===== src/rtl/laser_link_bist_if.sv =====
`default_nettype none
// ============================================================================
//  Module      : laser_link_bist_if
//  Description : Port bundle for the laser link BIST. The master side drives
//                start / looped-back lanes; the slave side is the BIST engine.
//                With LASER_BIST_LANE_MASK_EN defined a lane_mask is added.
//  Revision    : 1.0 - initial release
// ============================================================================
interface laser_link_bist_if #(
  parameter int LANES   = 4,
  parameter int LAT_MAX = 15
);
  localparam int LAT_W = $clog2(LAT_MAX + 1);

  logic             start;
  logic [LANES-1:0] rx_lanes;
  logic [LANES-1:0] tx_lanes;
  logic             busy;
  logic             done;
  logic             pass;
  logic             timeout;
  logic [15:0]      err_count;
  logic [LAT_W-1:0] latency;
`ifdef LASER_BIST_LANE_MASK_EN
  logic [LANES-1:0] lane_mask;

  modport master (
    output start, rx_lanes, lane_mask,
    input  tx_lanes, busy, done, pass, timeout, err_count, latency
  );

  modport slave (
    input  start, rx_lanes, lane_mask,
    output tx_lanes, busy, done, pass, timeout, err_count, latency
  );
`else
  modport master (
    output start, rx_lanes,
    input  tx_lanes, busy, done, pass, timeout, err_count, latency
  );

  modport slave (
    input  start, rx_lanes,
    output tx_lanes, busy, done, pass, timeout, err_count, latency
  );
`endif
endinterface
`default_nettype wire


===== src/rtl/laser_link_bist.sv =====
`default_nettype none
// ============================================================================
//  Module      : laser_link_bist
//  Description : Built-in self-test for the multi-lane laser GPIO link. Sends
//                a marker to measure loopback latency, then an LFSR frame, and
//                counts bit errors on the returned lanes.
//                Optional feature macro: LASER_BIST_LANE_MASK_EN (per-lane mask).
//                LANES must be 1..16; interface parameters must match.
//  Revision    : 1.0 - initial release
// ============================================================================
module laser_link_bist #(
  parameter int          LANES     = 4,
  parameter int          FRAME_LEN = 64,
  parameter int          LAT_MAX   = 15,
  parameter logic [15:0] SEED      = 16'hACE1
) (
  input  logic                    clk,
  input  logic                    rst,
  laser_link_bist_if.slave        bus
);
  localparam int LAT_W = $clog2(LAT_MAX + 1);
  localparam int CNT_W = $clog2(FRAME_LEN + LAT_MAX + 1);

  localparam logic [1:0] c_st_idle  = 2'd0;
  localparam logic [1:0] c_st_align = 2'd1;
  localparam logic [1:0] c_st_run   = 2'd2;
  localparam logic [1:0] c_st_done  = 2'd3;

  logic [1:0]       r_state;
  logic [CNT_W-1:0] r_cnt;
  logic [15:0]      r_lfsr;
  logic [LANES-1:0] r_rx;
  logic [LANES-1:0] r_hist [LAT_MAX];
  logic [LAT_W-1:0] r_lat;
  logic [15:0]      r_err;
  logic             r_pass;
  logic             r_timeout;

  logic [LANES-1:0] w_mask;
  logic             w_mask_zero;
  logic [LANES-1:0] w_tx_raw;
  logic [LANES-1:0] w_tx;
  logic [LANES-1:0] w_exp;
  logic [LANES-1:0] w_diff;
  logic [LAT_W-1:0] w_idx;
  logic [CNT_W-1:0] w_lat_ext;
  logic [4:0]       w_pop;
  logic [16:0]      w_sum;
  logic [15:0]      w_err_next;
  logic             w_marker;
  logic             w_cmp;
  logic             w_run_last;
  logic             w_start_ok;
  logic             w_lfsr_fb;

`ifdef LASER_BIST_LANE_MASK_EN
  logic [LANES-1:0] r_mask;

  // Lane mask is captured at start and held for the whole test
  always_ff @(posedge clk) begin
    if (rst) begin
      r_mask <= '1;
    end else if (w_start_ok) begin
      r_mask <= bus.lane_mask;
    end
  end

  assign w_mask      = r_mask;
  assign w_mask_zero = (bus.lane_mask == '0);
`else
  assign w_mask      = '1;
  assign w_mask_zero = 1'b0;
`endif

  assign w_start_ok = bus.start && ((r_state == c_st_idle) || (r_state == c_st_done));
  assign w_lfsr_fb  = r_lfsr[15] ^ r_lfsr[13] ^ r_lfsr[12] ^ r_lfsr[10];
  assign w_lat_ext  = CNT_W'(r_lat);
  assign w_run_last = (r_cnt == w_lat_ext + CNT_W'(FRAME_LEN - 1));

  // Transmit word, expected word and saturating error accumulation
  always_comb begin
    w_tx_raw = '0;
    if ((r_state == c_st_align) && (r_cnt == '0)) begin
      w_tx_raw = '1;
    end else if ((r_state == c_st_run) && (r_cnt < CNT_W'(FRAME_LEN))) begin
      w_tx_raw = r_lfsr[LANES-1:0];
    end
    w_tx     = w_tx_raw & w_mask;
    // Masked-off lanes count as "marker seen" so only live lanes gate alignment
    w_marker = &(r_rx | ~w_mask);
    w_idx    = (r_lat == '0) ? '0 : r_lat - 1'b1;
    w_exp    = r_hist[w_idx];
    w_cmp    = (r_state == c_st_run) && (r_cnt >= w_lat_ext);
    w_diff   = (r_rx ^ w_exp) & w_mask;
    w_pop    = '0;
    for (int i = 0; i < LANES; i++) begin
      w_pop = w_pop + 5'(w_diff[i]);
    end
    w_sum      = {1'b0, r_err} + 17'(w_pop);
    w_err_next = r_err;
    if (w_cmp) begin
      w_err_next = w_sum[16] ? 16'hFFFF : w_sum[15:0];
    end
  end

  // Rx sample register and tx history line used as the expected-data source
  always_ff @(posedge clk) begin
    if (rst) begin
      r_rx <= '0;
      for (int i = 0; i < LAT_MAX; i++) begin
        r_hist[i] <= '0;
      end
    end else begin
      r_rx      <= bus.rx_lanes;
      r_hist[0] <= w_tx;
      for (int i = 1; i < LAT_MAX; i++) begin
        r_hist[i] <= r_hist[i-1];
      end
    end
  end

  // Test sequencer: IDLE -> ALIGN -> RUN -> DONE, result registers
  always_ff @(posedge clk) begin
    if (rst) begin
      r_state   <= c_st_idle;
      r_cnt     <= '0;
      r_lfsr    <= SEED;
      r_lat     <= '0;
      r_err     <= '0;
      r_pass    <= 1'b0;
      r_timeout <= 1'b0;
    end else begin
      case (r_state)
        c_st_idle, c_st_done: begin
          if (w_start_ok) begin
            r_cnt     <= '0;
            r_lfsr    <= SEED;
            r_lat     <= '0;
            r_err     <= '0;
            r_pass    <= 1'b0;
            r_timeout <= w_mask_zero;
            r_state   <= w_mask_zero ? c_st_done : c_st_align;
          end else begin
            r_state <= c_st_idle;
          end
        end
        c_st_align: begin
          // Marker launched at count 0 can only return from count 1 onward
          if ((r_cnt != '0) && w_marker) begin
            r_lat   <= r_cnt[LAT_W-1:0];
            r_cnt   <= '0;
            r_state <= c_st_run;
          end else if (r_cnt == CNT_W'(LAT_MAX)) begin
            r_timeout <= 1'b1;
            r_pass    <= 1'b0;
            r_state   <= c_st_done;
          end else begin
            r_cnt <= r_cnt + 1'b1;
          end
        end
        c_st_run: begin
          if (r_cnt < CNT_W'(FRAME_LEN)) begin
            r_lfsr <= {r_lfsr[14:0], w_lfsr_fb};
          end
          r_err <= w_err_next;
          if (w_run_last) begin
            r_pass  <= (w_err_next == 16'h0000) && !r_timeout;
            r_state <= c_st_done;
          end else begin
            r_cnt <= r_cnt + 1'b1;
          end
        end
        default: r_state <= c_st_idle;
      endcase
    end
  end

  assign bus.tx_lanes  = w_tx;
  assign bus.busy      = (r_state == c_st_align) || (r_state == c_st_run);
  assign bus.done      = (r_state == c_st_done);
  assign bus.pass      = r_pass;
  assign bus.timeout   = r_timeout;
  assign bus.err_count = r_err;
  assign bus.latency   = r_lat;

endmodule
`default_nettype wire


===== src/flat_wrapper.sv =====
// flat-port wrapper written by rule: the top's interface ports become plain ports
module laser_link_bist_flat 
#(
  parameter int          LANES     = 4,
  parameter int          FRAME_LEN = 64,
  parameter int          LAT_MAX   = 15,
  parameter logic [15:0] SEED      = 16'hACE1
)
  (clk, rst, bus_start, bus_rx_lanes, bus_tx_lanes, bus_busy, bus_done, bus_pass, bus_timeout, bus_err_count, bus_latency);
  laser_link_bist_if #(.LANES(LANES), .LAT_MAX(LAT_MAX)) bus_i ();
  input  logic clk;
  input  logic rst;
  input wire logic [$bits(bus_i.start)-1:0] bus_start;
  input wire logic [$bits(bus_i.rx_lanes)-1:0] bus_rx_lanes;
  output wire logic [$bits(bus_i.tx_lanes)-1:0] bus_tx_lanes;
  output wire logic [$bits(bus_i.busy)-1:0] bus_busy;
  output wire logic [$bits(bus_i.done)-1:0] bus_done;
  output wire logic [$bits(bus_i.pass)-1:0] bus_pass;
  output wire logic [$bits(bus_i.timeout)-1:0] bus_timeout;
  output wire logic [$bits(bus_i.err_count)-1:0] bus_err_count;
  output wire logic [$bits(bus_i.latency)-1:0] bus_latency;
  assign bus_i.start = bus_start;
  assign bus_i.rx_lanes = bus_rx_lanes;
  assign bus_tx_lanes = bus_i.tx_lanes;
  assign bus_busy = bus_i.busy;
  assign bus_done = bus_i.done;
  assign bus_pass = bus_i.pass;
  assign bus_timeout = bus_i.timeout;
  assign bus_err_count = bus_i.err_count;
  assign bus_latency = bus_i.latency;
  laser_link_bist #(.LANES(LANES), .FRAME_LEN(FRAME_LEN), .LAT_MAX(LAT_MAX), .SEED(SEED)) u_core (.clk(clk), .rst(rst), .bus(bus_i));
endmodule

===== config.mk =====
export PLATFORM = sky130hd
export DESIGN_NAME = laser_link_bist_flat
export DESIGN_NICKNAME = d
export VERILOG_FILES = /design/src/rtl/laser_link_bist_if.sv /design/src/rtl/laser_link_bist.sv /design/src/flat_wrapper.sv
export SDC_FILE = /design/constraint.sdc
export NUM_CORES = 1
export LEC_CHECK = 0
export CAP_MARGIN = 20
export CORE_ASPECT_RATIO = 1.25
export CORE_MARGIN = 3
export CORE_UTILIZATION = 50
export CTS_BUF_LIST = sky130_fd_sc_hd__clkbuf_4
export DETAILED_ROUTE_END_ITERATION = 10
export PLACE_DENSITY = 0.8
export SETUP_SLACK_MARGIN = 0.2
export SLEW_MARGIN = 5
export SYNTH_ARGS = -nofsm -noshare
export SYNTH_HDL_FRONTEND = slang
export SYNTH_SLANG_ARGS = --single-unit

===== constraint.sdc =====
create_clock -name clk -period 8.2 [get_ports clk]
set_clock_uncertainty 0.15 [all_clocks]
set_input_delay 1.23 -clock clk [delete_from_list [all_inputs] [get_ports clk]]
set_output_delay 1.23 -clock clk [all_outputs]
set_load 0.005 [all_outputs]

==> summary.txt, run 1 <==
Post-layout min period -> 6.68 ns
DR WL/cell -> 15.6 um
Largest buffer count on any clock path -> 2
Die Y -> 121 um
Area contributors post-synth -> dfxtp_1, nor2b_1, mux2i_1
Reg clk slew, reported paths -> 0.17 ns
Initial antenna violation count -> 0
Sink Count -> 111
Number of global-route vias before repair -> 4132
Post-Syn Area -> 5270 um2
Largest family of logic cells by synthesized area -> simple AND/OR/NAND/NOR gates
Post-synth top area cell -> dfxtp_1
Crit. End Element -> flop
Fillers -> 892
Distinct cells, synth -> 57
IO Port Bufs -> 34
Worst Tran Pin Value -> 0.804 ns
Via Count -> 4304
GP Congestion -> 0.920
Synthesized flop and latch total -> 111
CTS buffer count -> 9
Outcome -> finished clean
Depth of the CTS H-tree -> 3
Layout cell share with drive strength beyond 1 -> 0.0600
Synth Warn # -> 0
Pwr dens -> 229 nW/um2
Worst Path Required -> 8.46 ns
Multi-input logic area -> 2850 um2
Nets -> 637
Adder-Cell Fraction of Synth Area -> 0.0456
Final setup fails -> 0
Max-slew violation count -> 0
Post-CTS Setup Bufs -> 0
Hold Vio Cnt, Final -> 0
Syn Inst Count -> 598
Tcrit/Tclk final -> 0.814
Final core occ -> 0.571
Post-Route WL -> 11600 um
Synth Flop Type -> dfxtp_1
Core Region -> 10200 um2
Critical path's slowest cell -> dfxtp_1
Critical path cell sequence -> clkinv_1, ha_1, nor3b_1, nor2_1, mux2_2, a222oi_1, mux2_2, a21o_1, xnor2_1, ha_1, inv_1, fa_1, inv_1, ha_1, inv_1, fa_1, nor2b_1, o21ai_0, or4_1, o21a_1, or4_1, o31ai_1
CTS root buf -> clkbuf_4
Die Wd -> 97.8 um
CTS tree -> built
Setup TNS -> 0 ns
Syn Nets -> 623
Global-route wire length before repair -> 19800 um
CP peak stage delay -> 0.55 ns
DP Wirelength -> 8280 um
Crit Path Max Fanout -> 9
Largest net degree at the start of global routing -> 64
Die Area -> 11800 um2
Hold/Removal Path Class -> flop to flop
Antenna Violating Nets Remaining -> 0
Residual DRC count -> 0
Total global routing overflow -> 0
RSZ-0062 raised after global routing -> no
Synth Area in Compound Gates -> 0.165
Crit path kind -> flop to flop
P_leak -> 2.09 nW
Max Clock Freq -> 0.150 GHz
Post-synthesis xor/xnor area fraction -> 0.0316
DRT Pass-1 Iters -> 5
Number of synthesized flops with an enable pin -> 0
Mux cell area share after synthesis -> 0.0654
Synth-to-layout area growth -> 10.8%
Power Total -> 1.33 mW
Hold_buf cts -> 0
I/O pins -> 35
Routed vias/inst -> 5.77
Maxcap violations -> 0
Share of Yosys cell area claimed by the top area cell type -> 0.422
Ys async rst share -> 0
Starting Density -> 0.516
Initial DRC Count -> 238
Clk_lat worst skew -> 0.47 ns
Site Rows -> 41
Rel. slew slack -> 0.461
Register Area -> 2220 um2
Seq/Total Area, Yosys -> 0.422
Critical Path Source Type -> flop
Tot GR Track Use -> 0.203
Mean post-synth cell area -> 8.80 um2
# diodes -> 0
Critical Path AT -> 6.93 ns
Post-Synth Simple-Gate Area -> 0.232
Post-cts sizing count -> 0
Worst VDD drop -> 0.161 mV
cells by family after synthesis:
kind of cell	count (synthesis)
multiplexers	33
flip-flops	111
buffers and inverters	52
adder cells (fa/ha/maj)	18
AO/OA/AOI/OAI	133
AND/OR/NAND/NOR	232
XOR/XNOR	19
critical path, delay by kind of cell, from the launching register on:
kind	cells	cell delay [ns]
AND/OR/NAND/NOR	5	2.05
adder cells (fa/ha/maj)	5	1.62
AO/OA/AOI/OAI	5	0.98
multiplexers	2	0.62
flip-flops	1	0.55
buffers and inverters	4	0.52
XOR/XNOR	1	0.14
power breakdown:
part           leakage, nW  total, mW  switching [mW]  internal, mW
Clock               0.0924      0.314           0.186         0.128
Combinational         1.10      0.426           0.252         0.173
Sequential           0.897      0.595          0.0245         0.570
cells in the mapped netlist, types with 2 or more instances:
master,number
a211oi_1,5
a21o_1,5
a21oi_1,32
a221oi_1,4
a222oi_1,3
a22o_1,3
a22oi_1,16
a311oi_1,2
a31oi_1,7
and2_1,3
and3_1,3
and4_1,3
buf_2,4
clkbuf_1,29
dfxtp_1,111
fa_1,2
ha_1,16
inv_1,16
mux2_2,11
mux2i_1,22
nand2_1,39
nand2b_1,15
nand3_1,7
nand3b_1,3
nand4_1,3
nor2_1,56
nor2b_1,64
nor3_1,15
nor3b_1,3
nor4_1,3
nor4b_1,2
o2111ai_1,2
o211ai_1,2
o21a_1,4
o21ai_0,27
o21bai_1,2
o22ai_1,9
o31ai_1,3
or3_1,4
or4_1,4
xnor2_1,9
xor2_1,10
state kept, by name, summed over array words and instances, names as in the netlist:
name and cells:
u_core.bus.err_count 16, u_core.bus.latency 4, u_core.r_rx 4, u_core.r_cnt 7
u_core.r_hist 60, u_core.bus.timeout 1, u_core.bus.pass 1, u_core.r_state 2
u_core.r_lfsr 16
path summary, 6_finish.rpt:
kind	end	from	cells past startpoint	slack (ns)
max	u_core.bus.pass	u_core.bus.latency[0]	22	1.52
min	u_core.r_hist[4][3]	u_core.r_hist[3][3]	1	0.33
max reg2reg	u_core.bus.pass	u_core.bus.latency[0]	22	1.52
min reg2reg	u_core.r_hist[4][3]	u_core.r_hist[3][3]	1	0.33
per-stage QoR:
step / instance area, um2 / std cells / hold slack [ns] / worst slack, ns
global placement: 5650 / 730 / 0.293 / 1.90
global route: 5830 / 746 / 0.330 / 1.04
detailed placement: 5650 / 730 / 0.306 / 1.59
finish: 5830 / 746 / 0.326 / 1.52
floorplan: 5270 / 598 / 0.282 / 2.18
CTS: 5820 / 746 / 0.327 / 1.60
metal layers:
layer	vias to the layer above	wire length, um	global-route usage	part of all wire
met5	-	0	0	0
met4	0	234	0.0805	0.020
met3	20	427	0.0306	0.037
met2	114	5720	0.345	0.49
met1	2047	5240	0.259	0.45
li1	2123	-	-	-
cell type report:
type                            instances  share of cell area
Clock buffer                            9              0.0116
Clock inverter                          7              0.0176
Inverter                               17              0.0109
Multi-Input combinational cell        435               0.489
Sequential cell                       111               0.381
Tap cell                              129              0.0277
Timing Repair Buffer                   38              0.0626
cell usage in the layout (no fill, tap or decap), types with 3 or more instances in the layout:
cell,Yosys,layout
dfxtp_1,111,111
and4_1,3,3
a21oi_1,32,32
a22o_1,3,3
a22oi_1,16,16
nor3b_1,3,3
ha_1,16,16
nand2_1,39,39
a211oi_1,5,5
a222oi_1,3,3
clkbuf_4,0,9
xnor2_1,9,9
buf_4,0,4
o22ai_1,9,9
a221oi_1,4,4
or4_1,4,4
nand2b_1,15,15
and2_1,3,3
nand3_1,7,7
nor4_1,3,3
nand3b_1,3,3
o21ai_0,27,26
o31ai_1,3,3
o21a_1,4,4
a21o_1,5,5
xor2_1,10,10
nor2b_1,64,64
nor2_1,56,56
a31oi_1,7,7
and3_1,3,3
or3_1,4,4
inv_1,16,16
nand4_1,3,3
nor3_1,15,15
clkdlybuf4s50_1,0,33
mux2_2,11,11
mux2i_1,22,22
(Power assumes the default switching activity.)
==> run 2, diff against run 1 <==
==> constraint.sdc (replaced) <==
create_clock -name clk -period 7 [get_ports clk]
set_clock_uncertainty 0.15 [all_clocks]
set_input_delay 1.05 -clock clk [delete_from_list [all_inputs] [get_ports clk]]
set_output_delay 1.05 -clock clk [all_outputs]
set_load 0.005 [all_outputs]
==> summary.txt, run 2 (same netlist as run 1, synthesis figures left out) <==
Routed vias/inst -> 5.83
Critical path cell sequence -> clkinvlp_4, ha_1, nor3b_2, or2_2, nor2_1, a222oi_1, mux2_2, a21o_1, xnor2_1, ha_1, inv_1, fa_1, inv_1, ha_1, inv_1, fa_1, nor2b_1, o21ai_0, or4_1, o21a_1, or4_1, o31ai_1
Pwr dens -> 260 nW/um2
P_leak -> 2.08 nW
Global-route wire length before repair -> 19600 um
Seq pwr share -> 0.459
Max Clock Freq -> 0.161 GHz
I/O pins -> 35
Synth-to-layout area growth -> 10.6%
Antenna Violating Nets Remaining -> 0
Reg clk slew, reported paths -> 0.16 ns
Maxcap violations -> 0
R2r setup slk -> 0.77 ns
Finished Cell Area -> 5820 um2
CTS root buf -> clkbuf_4
Critical Path AT -> 6.46 ns
Initial antenna violation count -> 0
Post-DP Area -> 5670 um2
Hold_sp -> u_core.r_hist[6][0]
Core Region -> 10200 um2
Setup TNS -> 0 ns
Crit. End Element -> flop
Via Count -> 4363
Hold/Removal Path Class -> flop to flop
Hold path endpoint -> u_core.r_hist[7][0]
Comb pwr share -> 0.330
Most frequent cells in the layout -> dfxtp_1, nor2b_1, nor2_1
Crit Path Max Fanout -> 16
Clk pwr share -> 0.210
Worst R2R Start -> u_core.bus.latency[0]
NetSw -> 536 uW
RSZ-0062 raised after global routing -> no
CP peak stage delay -> 0.54 ns
CTS buffer count -> 9
Clk_lat worst skew -> 0.46 ns
Post-layout min period -> 6.23 ns
Critical Path Source Type -> flop
Most common cell after layout, fill and taps aside -> dfxtp_1
Hold Vio Cnt, Final -> 0
DP Wirelength -> 8120 um
Post-Route WL -> 11700 um
Outcome -> finished clean
Number of global-route vias before repair -> 4158
DR WL/cell -> 15.6 um
Hold Crit Depth -> 1
GP Congestion -> 0.929
Critical path's slowest cell -> or4_1
Sink Count -> 111
Final setup fails -> 0
Total global routing overflow -> 0
Max-slew violation count -> 0
FF-to-FF path depth -> 22
Tot GR Track Use -> 0.201
Nets -> 640
Most flops, register -> u_core.r_hist
Largest buffer count on any clock path -> 2
Worst Tran Pin Value -> 0.777 ns
Worst Path Required -> 7.23 ns
Sw Ratio -> 0.353
IO Port Bufs -> 34
Site Rows -> 41
Largest net degree at the start of global routing -> 56
# diodes -> 0
Worst VDD drop -> 0.128 mV
Die Wd -> 97.8 um
Depth of the CTS H-tree -> 3
CTS tree -> built
Max FFs per register -> 60
Tcrit/Tclk final -> 0.890
Worst r2r dst -> u_core.bus.pass
Pint -> 980 uW
DRT Pass-1 Iters -> 5
Starting Density -> 0.516
Fillers -> 891
Initial DRC Count -> 263
Rel. slew slack -> 0.479
Hold_buf cts -> 0
Residual DRC count -> 0
Die Y -> 121 um
Crit path kind -> flop to flop
Die Area -> 11800 um2
Layout cell share with drive strength beyond 1 -> 0.0662
[run 2: changes by cell type in the layout (fill, tap and decap cells not counted), sizes merged]
| cell | change |
|---|---|
| buf | +2 |
| bufinv | -1 |
| clkbuf | +1 |
| clkinv | -2 |
| clkinvlp | +2 |
[run 2: layout make-up]
class                   instances  area (um2)  area share
clock inverters                 6        67.6      0.0116
flip-flops and latches        111        2220       0.382
inverters                      17        67.6      0.0116
multi-input cells             435        2850       0.489
clock buffers                   9        67.6      0.0116
repair buffers                 41         385      0.0662
well taps                     129         161      0.0277
[run 2: power groups by stage]
stage,sequential (mW),combinational [mW],clock (mW)
after floorplan,0.701,0.352,0
after detailed placement,0.710,0.495,0
after global placement,0.709,0.480,0
after CTS,0.697,0.499,0.324
final,0.697,0.501,0.319
after global routing,0.701,0.557,0.349
[run 2: repair_timing]
item                                    CTS  global route
buffers inserted                          0             0
resized for setup                         0             4
endpoints found under the setup margin    0             1
[run 2: worst max path at each step]
| stage | startpoint | to |
|---|---|---|
| floorplan | u_core.bus.latency[0] | u_core.bus.pass |
| global placement | u_core.bus.latency[0] | u_core.bus.pass |
| detailed placement | u_core.bus.latency[0] | u_core.bus.pass |
| CTS | u_core.bus.latency[0] | u_core.bus.pass |
| global route | u_core.bus.latency[0] | u_core.bus.pass |
| finish | u_core.bus.latency[0] | u_core.bus.pass |
[run 2: through the flow]
stage / utilization / hold slack, ns / power (mW) / cells / worst slack [ns]
2_1_floorplan: - / 0.282 / 1.05 / 598 / 0.983
3_3_place_gp: 0.555 / 0.301 / 1.19 / 732 / 0.834
3_5_place_dp: 0.555 / 0.308 / 1.20 / 732 / 0.521
4_1_cts: 0.569 / 0.324 / 1.52 / 747 / 0.453
5_1_grt: 0.570 / 0.343 / 1.61 / 748 / 0.316
6_report: 0.570 / 0.324 / 1.52 / 748 / 0.772
[run 2: worst max-delay path, delay by kind of cell (launching register included)]
kind            cells  cell delay, ns
compound gates      5            0.87
xor+xnor            1            0.12
fa+ha+maj           5            1.61
buf+inv             4            0.42
flops               1            0.47
mux                 1            0.29
simple gates        6            2.23
[run 2: metal layers]
layer	global-route usage	wire length (um)	vias to the layer above
li1	-	-	2125
met2	0.341	5730	138
met5	0	0	-
met1	0.252	5130	2076
met4	0.0727	243	0
met3	0.0404	581	24
==> run 3, diff against run 2 <==
--- a/config.mk
+++ b/config.mk
@@ -11,7 +11,7 @@
 export CORE_UTILIZATION = 50
 export CTS_BUF_LIST = sky130_fd_sc_hd__clkbuf_4
 export DETAILED_ROUTE_END_ITERATION = 10
-export PLACE_DENSITY = 0.8
+export PLACE_DENSITY = 0.83
 export SETUP_SLACK_MARGIN = 0.2
 export SLEW_MARGIN = 5
 export SYNTH_ARGS = -nofsm -noshare
==> constraint.sdc (replaced) <==
create_clock -name clk -period 5.2 [get_ports clk]
set_clock_uncertainty 0.15 [all_clocks]
set_input_delay 0.78 -clock clk [delete_from_list [all_inputs] [get_ports clk]]
set_output_delay 0.78 -clock clk [all_outputs]
set_load 0.005 [all_outputs]
==> summary.txt, run 3 (same netlist as run 1, synthesis figures left out) <==
Power Total -> 2.04 mW
# diodes -> 0
Hold Vio Cnt, Final -> 0
Sink Count -> 111
Post-Route WL -> 12700 um
Top layer in use -> met4
Site Rows -> 41
WL met2 -> 6440 um
Tcrit/Tclk final -> 1.01
DP Wirelength -> 8720 um
CP peak stage delay -> 0.53 ns
Nets -> 665
Synth-to-layout area growth -> 17.1%
Post-DP Area -> 5860 um2
Critical Path AT -> 5.50 ns
DR WL/cell -> 16.4 um
GP Congestion -> 0.904
Residual DRC count -> 0
Failing checks -> negative setup slack
Worst VDD drop -> 0.216 mV
Number of cells on the critical path -> 23
Largest net degree at the start of global routing -> 65
Hold_sp -> u_core.r_hist[2][1]
Final core occ -> 0.604
Critical path's slowest cell -> or4_1
Global-route wire length before repair -> 20300 um
Worst Path Required -> 5.45 ns
CP Buf/Inv Count -> 5
P_leak -> 2.24 nW
Depth of the CTS H-tree -> 3
Most common cell after layout, fill and taps aside -> dfxtp_1
Initial DRC Count -> 287
CTS buffer count -> 9
Antenna Violating Nets Remaining -> 0
IO Port Bufs -> 34
Largest buffer count on any clock path -> 2
Rel. slew slack -> 0.353
Crit path kind -> flop to flop
Hold/Removal Path Class -> flop to flop
Most frequent cells in the layout -> dfxtp_1, nor2b_1, nor2_1
CTS root buf -> clkbuf_4
Clk_lat worst skew -> 0.47 ns
Worst R2R Start -> u_core.bus.latency[0]
Final setup fails -> 1
DR WL met3 -> 649 um
Crit Path Max Fanout -> 7
Number of global-route vias before repair -> 4311
Finished Cell Area -> 6160 um2
Critical Path Source Type -> flop
Post-layout min period -> 5.25 ns
Hold Crit Depth -> 1
I/O pins -> 35
Hold_buf cts -> 0
Critical path cell sequence -> clkinv_8, ha_4, nor3b_4, or2_4, buf_4, nor2_4, a222oi_1, mux2_4, a21o_1, xnor2_1, ha_1, inv_1, fa_1, inv_1, ha_2, inv_2, fa_2, nor2b_4, o21ai_2, or4_1, o21a_1, or4_1, o31ai_2
Worst r2r dst -> u_core.bus.pass
Die Wd -> 97.8 um
Worst Tran Pin Value -> 0.943 ns
Outcome -> complete, but fails checks
DRT Pass-1 Iters -> 5
Tot GR Track Use -> 0.208
R2r setup slk -> -0.05 ns
Max FFs per register -> 60
Maxcap violations -> 0
Initial antenna violation count -> 0
Die Y -> 121 um
Via Count -> 4522
Max-slew violation count -> 0
Pwr dens -> 331 nW/um2
Max Clock Freq -> 0.191 GHz
Total global routing overflow -> 0
Die Area -> 11800 um2
FF-to-FF path depth -> 23
Most flops, register -> u_core.r_hist
Layout cell share with drive strength beyond 1 -> 0.144
Starting Density -> 0.516
Setup TNS -> -0.0473 ns
Cell family with most CP delay -> simple AND/OR/NAND/NOR gates
Final setup margin -> -0.0473 ns
Routed vias/inst -> 5.84
Wl on met1 -> 5270 um
Hold path endpoint -> u_core.r_hist[3][1]
Core Region -> 10200 um2
RSZ-0062 raised after global routing -> yes
Reg clk slew, reported paths -> 0.18 ns
Crit. End Element -> flop
CTS tree -> built
## run 3: cell type report
class | instances | area [um2]
repair buffers | 66 | 589
well taps | 129 | 161
fillers | 876 | 4040
flip-flops and latches | 111 | 2230
multi-input cells | 435 | 2970
clock inverters | 7 | 66.3
inverters | 17 | 76.3
clock buffers | 9 | 67.6
## run 3: worst max path at each step
stage                     startpoint              end  slack (ns)
2_1_floorplan  u_core.bus.latency[0]  u_core.bus.pass        -0.1
3_3_place_gp   u_core.bus.latency[0]  u_core.bus.pass        0.10
3_5_place_dp   u_core.bus.latency[1]  u_core.bus.pass       -0.11
4_1_cts        u_core.bus.latency[1]  u_core.bus.pass       -0.05
5_1_grt        u_core.bus.latency[0]  u_core.bus.pass       -0.26
6_report       u_core.bus.latency[0]  u_core.bus.pass       -0.05
## run 3: routing by layer
layer,track usage,vias up
li1,-,2169
met1,0.247,2175
met2,0.368,147
met3,0.0421,31
met4,0.0762,0
met5,0,-
## run 3: power by group
| group | internal, mW | switching, mW |
|---|---|---|
| registers | 0.899 | 0.0387 |
| logic | 0.284 | 0.409 |
| clock network | 0.108 | 0.301 |
## run 3: timing repair
item                                    4_1_cts  5_1_grt
cloned                                        0        0
hold endpoints to repair                      0        0
gates resized for setup                       5       19
setup buffers                                 3        9
endpoints found under the setup margin        1       11
pin swaps                                     2        9
## run 3: metrics by stage
stage	cells	hold WS (ns)	worst slack (ns)
after floorplan	598	0.282	-0.0960
after global placement	745	0.292	0.100
after detailed placement	745	0.304	-0.106
after CTS	764	0.322	-0.0544
after global routing	774	0.337	-0.257
final	774	0.316	-0.0473
